**config.mk**
```make
export PLATFORM = sky130hd
export DESIGN_NAME = sub_m
export DESIGN_NICKNAME = d
export VERILOG_FILES = /design/src/rtl/sub_m.sv
export SDC_FILE = /design/constraint.sdc
export NUM_CORES = 1
export LEC_CHECK = 0
export BUFFER_PORTS_ARGS = -buffer_cell sky130_fd_sc_hd__buf_2
export CAP_MARGIN = 10
export CORE_MARGIN = 1.5
export CORE_UTILIZATION = 43
export CTS_BUF_LIST = sky130_fd_sc_hd__clkbuf_16
export DETAILED_ROUTE_END_ITERATION = 12
export GPL_TIMING_DRIVEN = 1
export PLACE_DENSITY = 0.78
export SYNTH_ARGS = -nofsm -noshare
export SYNTH_HDL_FRONTEND = slang
export SYNTH_SLANG_ARGS = --single-unit
export TNS_END_PERCENT = 30
```
**constraint.sdc**
```tcl
create_clock -name clk -period 1.7 [get_ports clk]
set_input_delay 0.17 -clock clk [delete_from_list [all_inputs] [get_ports clk]]
set_output_delay 0.17 -clock clk [all_outputs]
set_load 0.005 [all_outputs]
```
**src/rtl/sub_m.sv**
```systemverilog
// sub_m: packed SIMD subtractor. Each word holds LANES signed LW-bit lanes,
// with lane 0 in the MSBs. Every non-reset edge registers the lane-wise
// difference m1 - m2 (two's-complement wrap-around) together with a single
// flag that is set when any lane overflowed. Lanes are fully independent:
// no borrow crosses a lane boundary.
module sub_m #(
    parameter int LANES = 5,
    parameter int LW    = 8
) (
    input  logic                clk,
    input  logic                rst,
    input  logic [LANES*LW-1:0] m1,
    input  logic [LANES*LW-1:0] m2,
    output logic [LANES*LW-1:0] m_out,
    output logic                ovf
);

    localparam int W = LANES * LW;

    // Combinational lane results, registered below.
    logic [W-1:0]     diff;
    logic [LANES-1:0] lane_ovf;

    genvar k;
    generate
        for (k = 0; k < LANES; k++) begin : g_lane
            logic [LW-1:0] a;
            logic [LW-1:0] b;
            logic [LW-1:0] r;

            assign a = m1[W-1-LW*k -: LW];
            assign b = m2[W-1-LW*k -: LW];
            // The truncated difference is the wrapped lane result.
            assign r = a - b;
            assign diff[W-1-LW*k -: LW] = r;
            // Overflow is only possible when the operand signs differ and the
            // result's sign no longer matches the minuend's.
            assign lane_ovf[k] = (a[LW-1] != b[LW-1]) && (r[LW-1] != a[LW-1]);
        end
    endgenerate

    // Result and flag are registered on the same edge so they stay coherent;
    // reset loads constants, so unknown inputs cannot reach the outputs.
    always_ff @(posedge clk) begin
        if (rst) begin
            m_out <= '0;
            ovf   <= 1'b0;
        end else begin
            m_out <= diff;
            ovf   <= |lane_ovf;
        end
    end

endmodule

```
==> summary.md, run 1 <==
| Metric | Value |
|---|---|
| Worst path slowest cell | `or4_1` |
| Initial Utilization | `44.4%` |
| Switching Power | `0.792 mW` |
| Synth Flop Type | `dfxtp_1` |
| Post-synthesis instance total | `314` |
| Synth Register Bits | `41` |
| Min-Delay Path Class | `input port to flip-flop` |
| GPL Wtd Cong | `0.818` |
| Synth Area in Adders | `20.4%` |
| Static leakage | `2.04 nW` |
| CP cell instances | `buf_2 -> ha_1 -> or4_1 -> o22a_1 -> mux2i_1 -> nor4bb_2 -> a21oi_1` |
| Hold Violations, Final | `0` |
| Internal power | `2.08 mW` |
| Gr ovfl total | `0` |
| Measured slew at the worst slew-check pin | `0.460 ns` |
| Die width | `81.2 um` |
| Die H | `81.2 um` |
| Detailed-route DRC error count | `0` |
| First-pass GRT wire length | `9920 um` |
| DRT iter0 DRCs | `53` |
| Clock Root Buffer | `clkbuf_16` |
| Stages on worst setup path | `7` |
| Post-Synth Simple-Gate Area | `20.7%` |
| Mux contribution to synthesized area | `1.14%` |
| Post-synth EDFFs | `0` |
| Power density of the placed cells | `778 nW/um2` |
| RSZ-0062 raised after global routing | `yes` |
| Crit path required time | `1.84 ns` |
| DR vias/cell | `4.77` |
| Mapped Area | `2630 um2` |
| Logic pwr share | `31.1%` |
| Area occupied by multi-input gates | `1610 um2` |
| CTS H-tree depth | `2` |
| Largest net degree at the start of global routing | `42` |
| FF+latch area | `821 um2` |
| CTS tree | `done` |
| Final setup fails | `0` |
| Vias in the first global route | `2506` |
| Crit Path Max Fanout | `3` |
| Drt first pass iters | `4` |
| Xor and xnor area share after synthesis | `4.66%` |
| Power share of the clock group | `30.6%` |
| Worst Min Path Start | `m2[32]` |
| Synthesized area per cell | `8.38 um2` |
| Startpoint types | `input port` |
| YS warnings | `0` |
| Worst VDD drop | `0.381 mV` |
| CP max stage delay | `0.50 ns` |
| Max-cap viol count | `0` |
| Hold Crit Endpoint | `m_out[32]$_SDFF_PP0_` |
| Final cycle utilization of the critical path | `94.3%` |
| Fill count | `534` |
| Final Cell Area | `3700 um2` |
| Wire per inst | `11.4 um` |
| CTS Buf Count | `5` |
| Switching Fraction | `27.6%` |
| Cell family with most CP delay | `simple AND/OR/NAND/NOR gates` |
| Layout Nets | `591` |
| Post-Layout Cell Count | `544` |
| TritonCTS sink count | `41` |
| Area grow syn2layout | `40.6%` |
| Worst hold slack | `0.156 ns` |
| Max-slew violations | `0` |
| Place WS | `-0.264 ns` |
| Largest family of logic cells by synthesized area | `simple AND/OR/NAND/NOR gates` |
| Worst path buffer plus inverter count | `1` |
| Layout cells sized above 1 | `35.4%` |
| WS Path Type | `input port to flip-flop` |
| Synth Area in Compound Gates | `13.6%` |
| Fmax | `0.624 GHz` |
| Ant. Diodes | `0` |
| Setup TNS | `0 ns` |
| Inst Count DP | `536` |
| Initial antenna violation count | `0` |
| Port-buffer cells | `122` |
| Critical Path End Type | `flip-flop` |
| Aggregate global-route resource usage | `19.3%` |
| Final worst slack | `0.0972 ns` |
| Netlist cell types | `32` |
| Total number of vias | `2596` |
| Die ar. | `6600 um2` |
| Placed instance area | `3540 um2` |
| Worst EP arrival | `1.75 ns` |
| Final ANT Viol Nets | `0` |
| Total Power | `2.88 mW` |
| Max Root-Sink Buffers | `2` |
| Seq pwr share | `38.3%` |
| Tmin final | `1.60 ns` |
| Core ar. | `5920 um2` |
| Net count after synthesis | `436` |
| Worst Hold Depth | `3` |
| Status | `finished, final reports clean` |
| Relative slew slack | `69.3%` |
| Overall routed net length | `6230 um` |
| # hold bufs at CTS | `0` |
| Final core utilization | `62.5%` |
| Ys async rst share | `0%` |
| HPWL Detailed | `5240 um` |
| Register area share after synthesis | `31.2%` |
| I/O pin cnt | `123` |
| Clock slew at reported path FFs | `0.06 ns` |
| Placement Rows | `28` |
==> sequential cells by signal (all words and copies together) (netlist names) <==
register  flops
ovf           1
m_out        40
==> how the worst max path moves through the flow <==
stage | from | end
floorplan | m1[16] | m_out[22]$_SDFF_PP0_
global route | m1[24] | m_out[30]$_SDFF_PP0_
detailed placement | m1[35] | ovf$_SDFF_PP0_
global placement | m1[38] | ovf$_SDFF_PP0_
finish | m1[35] | ovf$_SDFF_PP0_
CTS | m1[35] | ovf$_SDFF_PP0_
==> worst min-delay path: stages <==
cell    delay (ns)
buf_2         0.08
ha_1          0.11
nor2_1        0.04
==> power by group through the flow <==
stage	clock network, mW	logic, mW	registers (mW)
3_5_place_dp	0	0.888	1.12
3_3_place_gp	0	0.853	1.12
6_report	0.880	0.895	1.10
2_1_floorplan	0	0.466	1.14
4_1_cts	0.907	0.892	1.10
5_1_grt	0.944	1.02	1.11
==> per-layer routing <==
layer	GRT usage [%]	share of wire, %	routed length, um	up-vias
li1	-	-	-	1349
met1	20.5	41	2530	1148
met2	36.6	52	3210	86
met3	4.49	6.2	386	13
met4	7.41	1.6	102	0
met5	0	0	0	-
==> layout by cell type (no fill, tap or decap), drive strengths merged <==
| cell | count |
|---|---|
| nand3 | 3 |
| xor2 | 3 |
| o22a | 1 |
| nor3b | 6 |
| mux2i | 3 |
| a21boi | 10 |
| nor4bb | 1 |
| nor4b | 1 |
| o21ai | 22 |
| o22ai | 2 |
| nand2 | 7 |
| nor2 | 32 |
| a21o | 1 |
| a21oi | 7 |
| nand2b | 10 |
| xnor2 | 11 |
| ha | 35 |
| nand4b | 1 |
| clkbuf | 5 |
| and3 | 4 |
| nor2b | 18 |
| buf | 153 |
| or4 | 3 |
| o21a | 3 |
| nor3 | 17 |
| o31a | 3 |
| inv | 54 |
| a211oi | 3 |
| dfxtp | 41 |
| o2111ai | 2 |
| clkinv | 1 |
| fa | 5 |
| a31oi | 1 |
==> area by class of cell <==
type	instances	area share, %
multi-input combinational	215	43.5
clock inverter	2	0.203
clock buffer	5	3.38
sequential	41	22.2
inverter	53	5.38
timing repair buffer	153	22.8
tap	75	2.54
==> synthesized netlist by cell type (4+ instances only) <==
library cell | number | area [um2]
nand2b_1 | 10 | 62.6
o21ai_0 | 22 | 110
dfxtp_1 | 41 | 821
nor3b_1 | 6 | 45.0
nor2_1 | 32 | 120
inv_1 | 53 | 199
ha_1 | 35 | 438
clkbuf_1 | 5 | 18.8
a21oi_1 | 7 | 35.0
a21boi_0 | 10 | 75.1
nor3_1 | 17 | 85.1
nand2_1 | 7 | 26.3
nor2b_1 | 18 | 113
fa_1 | 5 | 100
and3_1 | 4 | 25.0
xnor2_1 | 11 | 96.3
==> repair_timing <==
action,4_1_cts,5_1_grt
resized for setup,0,12
setup buffers,0,1
endpoints found under the setup margin,0,6
==> cells by family after synthesis <==
logic type               Yosys count
AND/OR/NAND/NOR                  103
buffers and inverters             58
AO/OA/AOI/OAI                     55
flip-flops                        41
adder cells (fa/ha/maj)           40
XOR/XNOR                          14
multiplexers                       3
Note: power is estimated with default switching activity, not from simulation.
==> run 2, diff against run 1 <==
Settings changed: CORE_UTILIZATION 43 to 48, PLACE_DENSITY 0.78 to 0.82, SLEW_MARGIN set to 20.
Clock period 1.7 ns to 2 ns, I/O delays scaled along.
==> run 2 against run 1 <==
Compared with the run above:
- worst hold slack better by 0.028 ns
- global-route usage fell by 0.30 points
- final area fell by 6.8%
- routed wire length shrank 11%
- sequential share of layout area is 1.6 points higher
- core utilization increased by 3.8 points
- cell count decreased by 6.4%
- power fell by 18%
- die area is 10% lower
- sequential power decreased by 15%
- count of clock-buffer cells in the layout unchanged
- clock power down 14%
- critical endpoint is now m_out[22]$_SDFF_PP0_
- largest cell class unchanged
==> summary.md, run 2 (synthesized netlist as in run 1, its figures left out) <==
| Metric | Value |
|---|---|
| Status | `finished, final reports clean` |
| Critical Path End Type | `flip-flop` |
| Place WS | `-0.0208 ns (+0.243 ns)` |
| Seq pwr share | `39.7% (+1.4 points)` |
| Fill count | `456 (-15%)` |
| Placement Rows | `26 (-7.1%)` |
| # Post-CTS Setup Buffers | `0 (unchanged)` |
| Clock slew at reported path FFs | `0.06 ns (about the same)` |
| Detailed-route DRC error count | `0 (unchanged)` |
| CTS H-tree depth | `2 (unchanged)` |
| Worst EP arrival | `1.80 ns (+0.05 ns)` |
| CTS Buf Count | `5 (unchanged)` |
| Initial Utilization | `50.6% (+6.1 points)` |
| Final worst slack | `0.329 ns (+0.232 ns)` |
| Largest regs | `m_out x40, ovf x1` |
| WS Path Type | `input port to flip-flop` |
| # hold bufs at CTS | `0 (unchanged)` |
| Final setup fails | `0 (unchanged)` |
| Worst hold slack | `0.184 ns (+0.0281 ns)` |
| Area occupied by multi-input gates | `1590 um2 (-1.0%)` |
| Max Root-Sink Buffers | `2 (unchanged)` |
| Core ar. | `5200 um2 (-12%)` |
| Largest Register | `m_out` |
| I/O pin cnt | `123 (unchanged)` |
| Die ar. | `5940 um2 (-10%)` |
| Measured slew at the worst slew-check pin | `0.786 ns (+0.326 ns)` |
| Min-Delay Path Class | `input port to flip-flop` |
| Relative slew slack | `47.6% (-22 points)` |
| Crit path required time | `2.13 ns (+0.29 ns)` |
| Largest net degree at the start of global routing | `42 (unchanged)` |
| Setup TNS | `0 ns (unchanged)` |
| HPWL Detailed | `4640 um (-11%)` |
| Worst VDD drop | `0.407 mV (+6.7%)` |
| Tmin final | `1.67 ns` |
| Initial antenna violation count | `0 (unchanged)` |
| TritonCTS sink count | `41 (unchanged)` |
| Startpoint types | `input port` |
| Final Cell Area | `3450 um2 (-6.8%)` |
| GPL Wtd Cong | `0.876 (+7.0%)` |
| Commonest non-fill, non-tap cell in the layout | `buf_2` |
| Overall routed net length | `5570 um (-11%)` |
| Die width | `77.0 um (-5.2%)` |
| Total number of vias | `2454 (-5.5%)` |
| Fmax | `0.598 GHz` |
| Worst Setup SP | `m1[16]` |
| Logic pwr share | `28.2% (-2.9 points)` |
| Final ANT Viol Nets | `0 (unchanged)` |
| Layout cells sized above 1 | `29.8% (-5.6 points)` |
| Max reg flops | `40 (unchanged)` |
| Final cycle utilization of the critical path | `83.6%` |
| Switching Power | `0.648 mW (-18%)` |
| Layout Nets | `560 (-5.2%)` |
| Wire per inst | `10.9 um (-4.4%)` |
| Die H | `77.0 um (-5.2%)` |
| Placed instance area | `3310 um2 (-6.5%)` |
| Max-cap viol count | `0 (unchanged)` |
| Internal power | `1.70 mW (-18%)` |
| Max-slew violations | `0 (unchanged)` |
| Clock Root Buffer | `clkbuf_16` |
| CTS tree | `done` |
| FF+latch area | `821 um2 (unchanged)` |
| Static leakage | `1.88 nW (-7.8%)` |
| CTS resizes | `0 (unchanged)` |
| Gr ovfl total | `0 (unchanged)` |
| RSZ-0062 raised after global routing | `no` |
| Power share of the clock group | `32.1% (+1.5 points)` |
| Most frequent cells in the layout | `buf_2, inv_1, dfxtp_1` |
| Area grow syn2layout | `31.1%` |
| First-pass GRT wire length | `9350 um (-5.7%)` |
| DR vias/cell | `4.82 (+1.0%)` |
| Aggregate global-route resource usage | `19.0% (-0.30 points)` |
| Power density of the placed cells | `682 nW/um2 (-12%)` |
| Vias in the first global route | `2322 (-7.3%)` |
| Ant. Diodes | `0 (unchanged)` |
| Drt first pass iters | `4 (unchanged)` |
| Worst Min Path Start | `m2[8]` |
| Switching Fraction | `27.5% (about the same)` |
| DRT iter0 DRCs | `50 (-5.7%)` |
| Port-buffer cells | `122 (unchanged)` |
| Hold Violations, Final | `0 (unchanged)` |
| Crit Path Max Fanout | `2 (-1)` |
[run 2: cell count changes in the layout (fill, tap and decap cells not counted), sizes merged]
cell and change:
clkinv +2, buf -31, inv -1
[run 2: final cells by class]
type | instances | area share (%)
Tap cell | 70 | 2.54
Clock inverter | 3 | 0.363
Inverter | 53 | 5.77
Multi-Input combinational cell | 215 | 46.2
Clock buffer | 5 | 3.63
Timing Repair Buffer | 122 | 17.7
Sequential cell | 41 | 23.8
[run 2: routing by layer]
layer	track usage, %	up-vias	part of all wire [%]
met5	0	-	0
met4	5.27	0	0.72
met3	4.40	4	6.3
met2	37.2	71	50
met1	20.1	1091	43
li1	-	1288	-
[run 2: worst max-delay path, cell delays in order]
cell and delay (ns):
buf_2 0.07, inv_1 0.03, ha_1 0.22, fa_1 0.39
nor2b_1 0.15, o21ai_0 0.11, a21boi_0 0.25, o21ai_0 0.12
a21boi_0 0.19, nor3_1 0.07
[run 2: path summary, 6_finish.rpt]
| path | end | slack, ns | depth (start not counted) |
|---|---|---|---|
| worst min-delay path | m_out[8]$_SDFF_PP0_ | 0.18 | 3 |
| worst max-delay path | m_out[22]$_SDFF_PP0_ | 0.33 | 10 |
[run 2: through the flow]
stage	util, %	cells	power, mW
finish	66.3	509	2.35
global placement	63.6	501	1.60
global route	66.3	509	2.51
CTS	66.3	509	2.38
floorplan	-	314	1.37
detailed placement	63.6	501	1.62
[run 2: power by group through the flow]
stage | logic (mW) | registers [mW] | clock network [mW]
floorplan | 0.396 | 0.969 | 0
global placement | 0.646 | 0.951 | 0
detailed placement | 0.666 | 0.953 | 0
CTS | 0.670 | 0.935 | 0.773
global route | 0.756 | 0.942 | 0.811
finish | 0.663 | 0.935 | 0.754
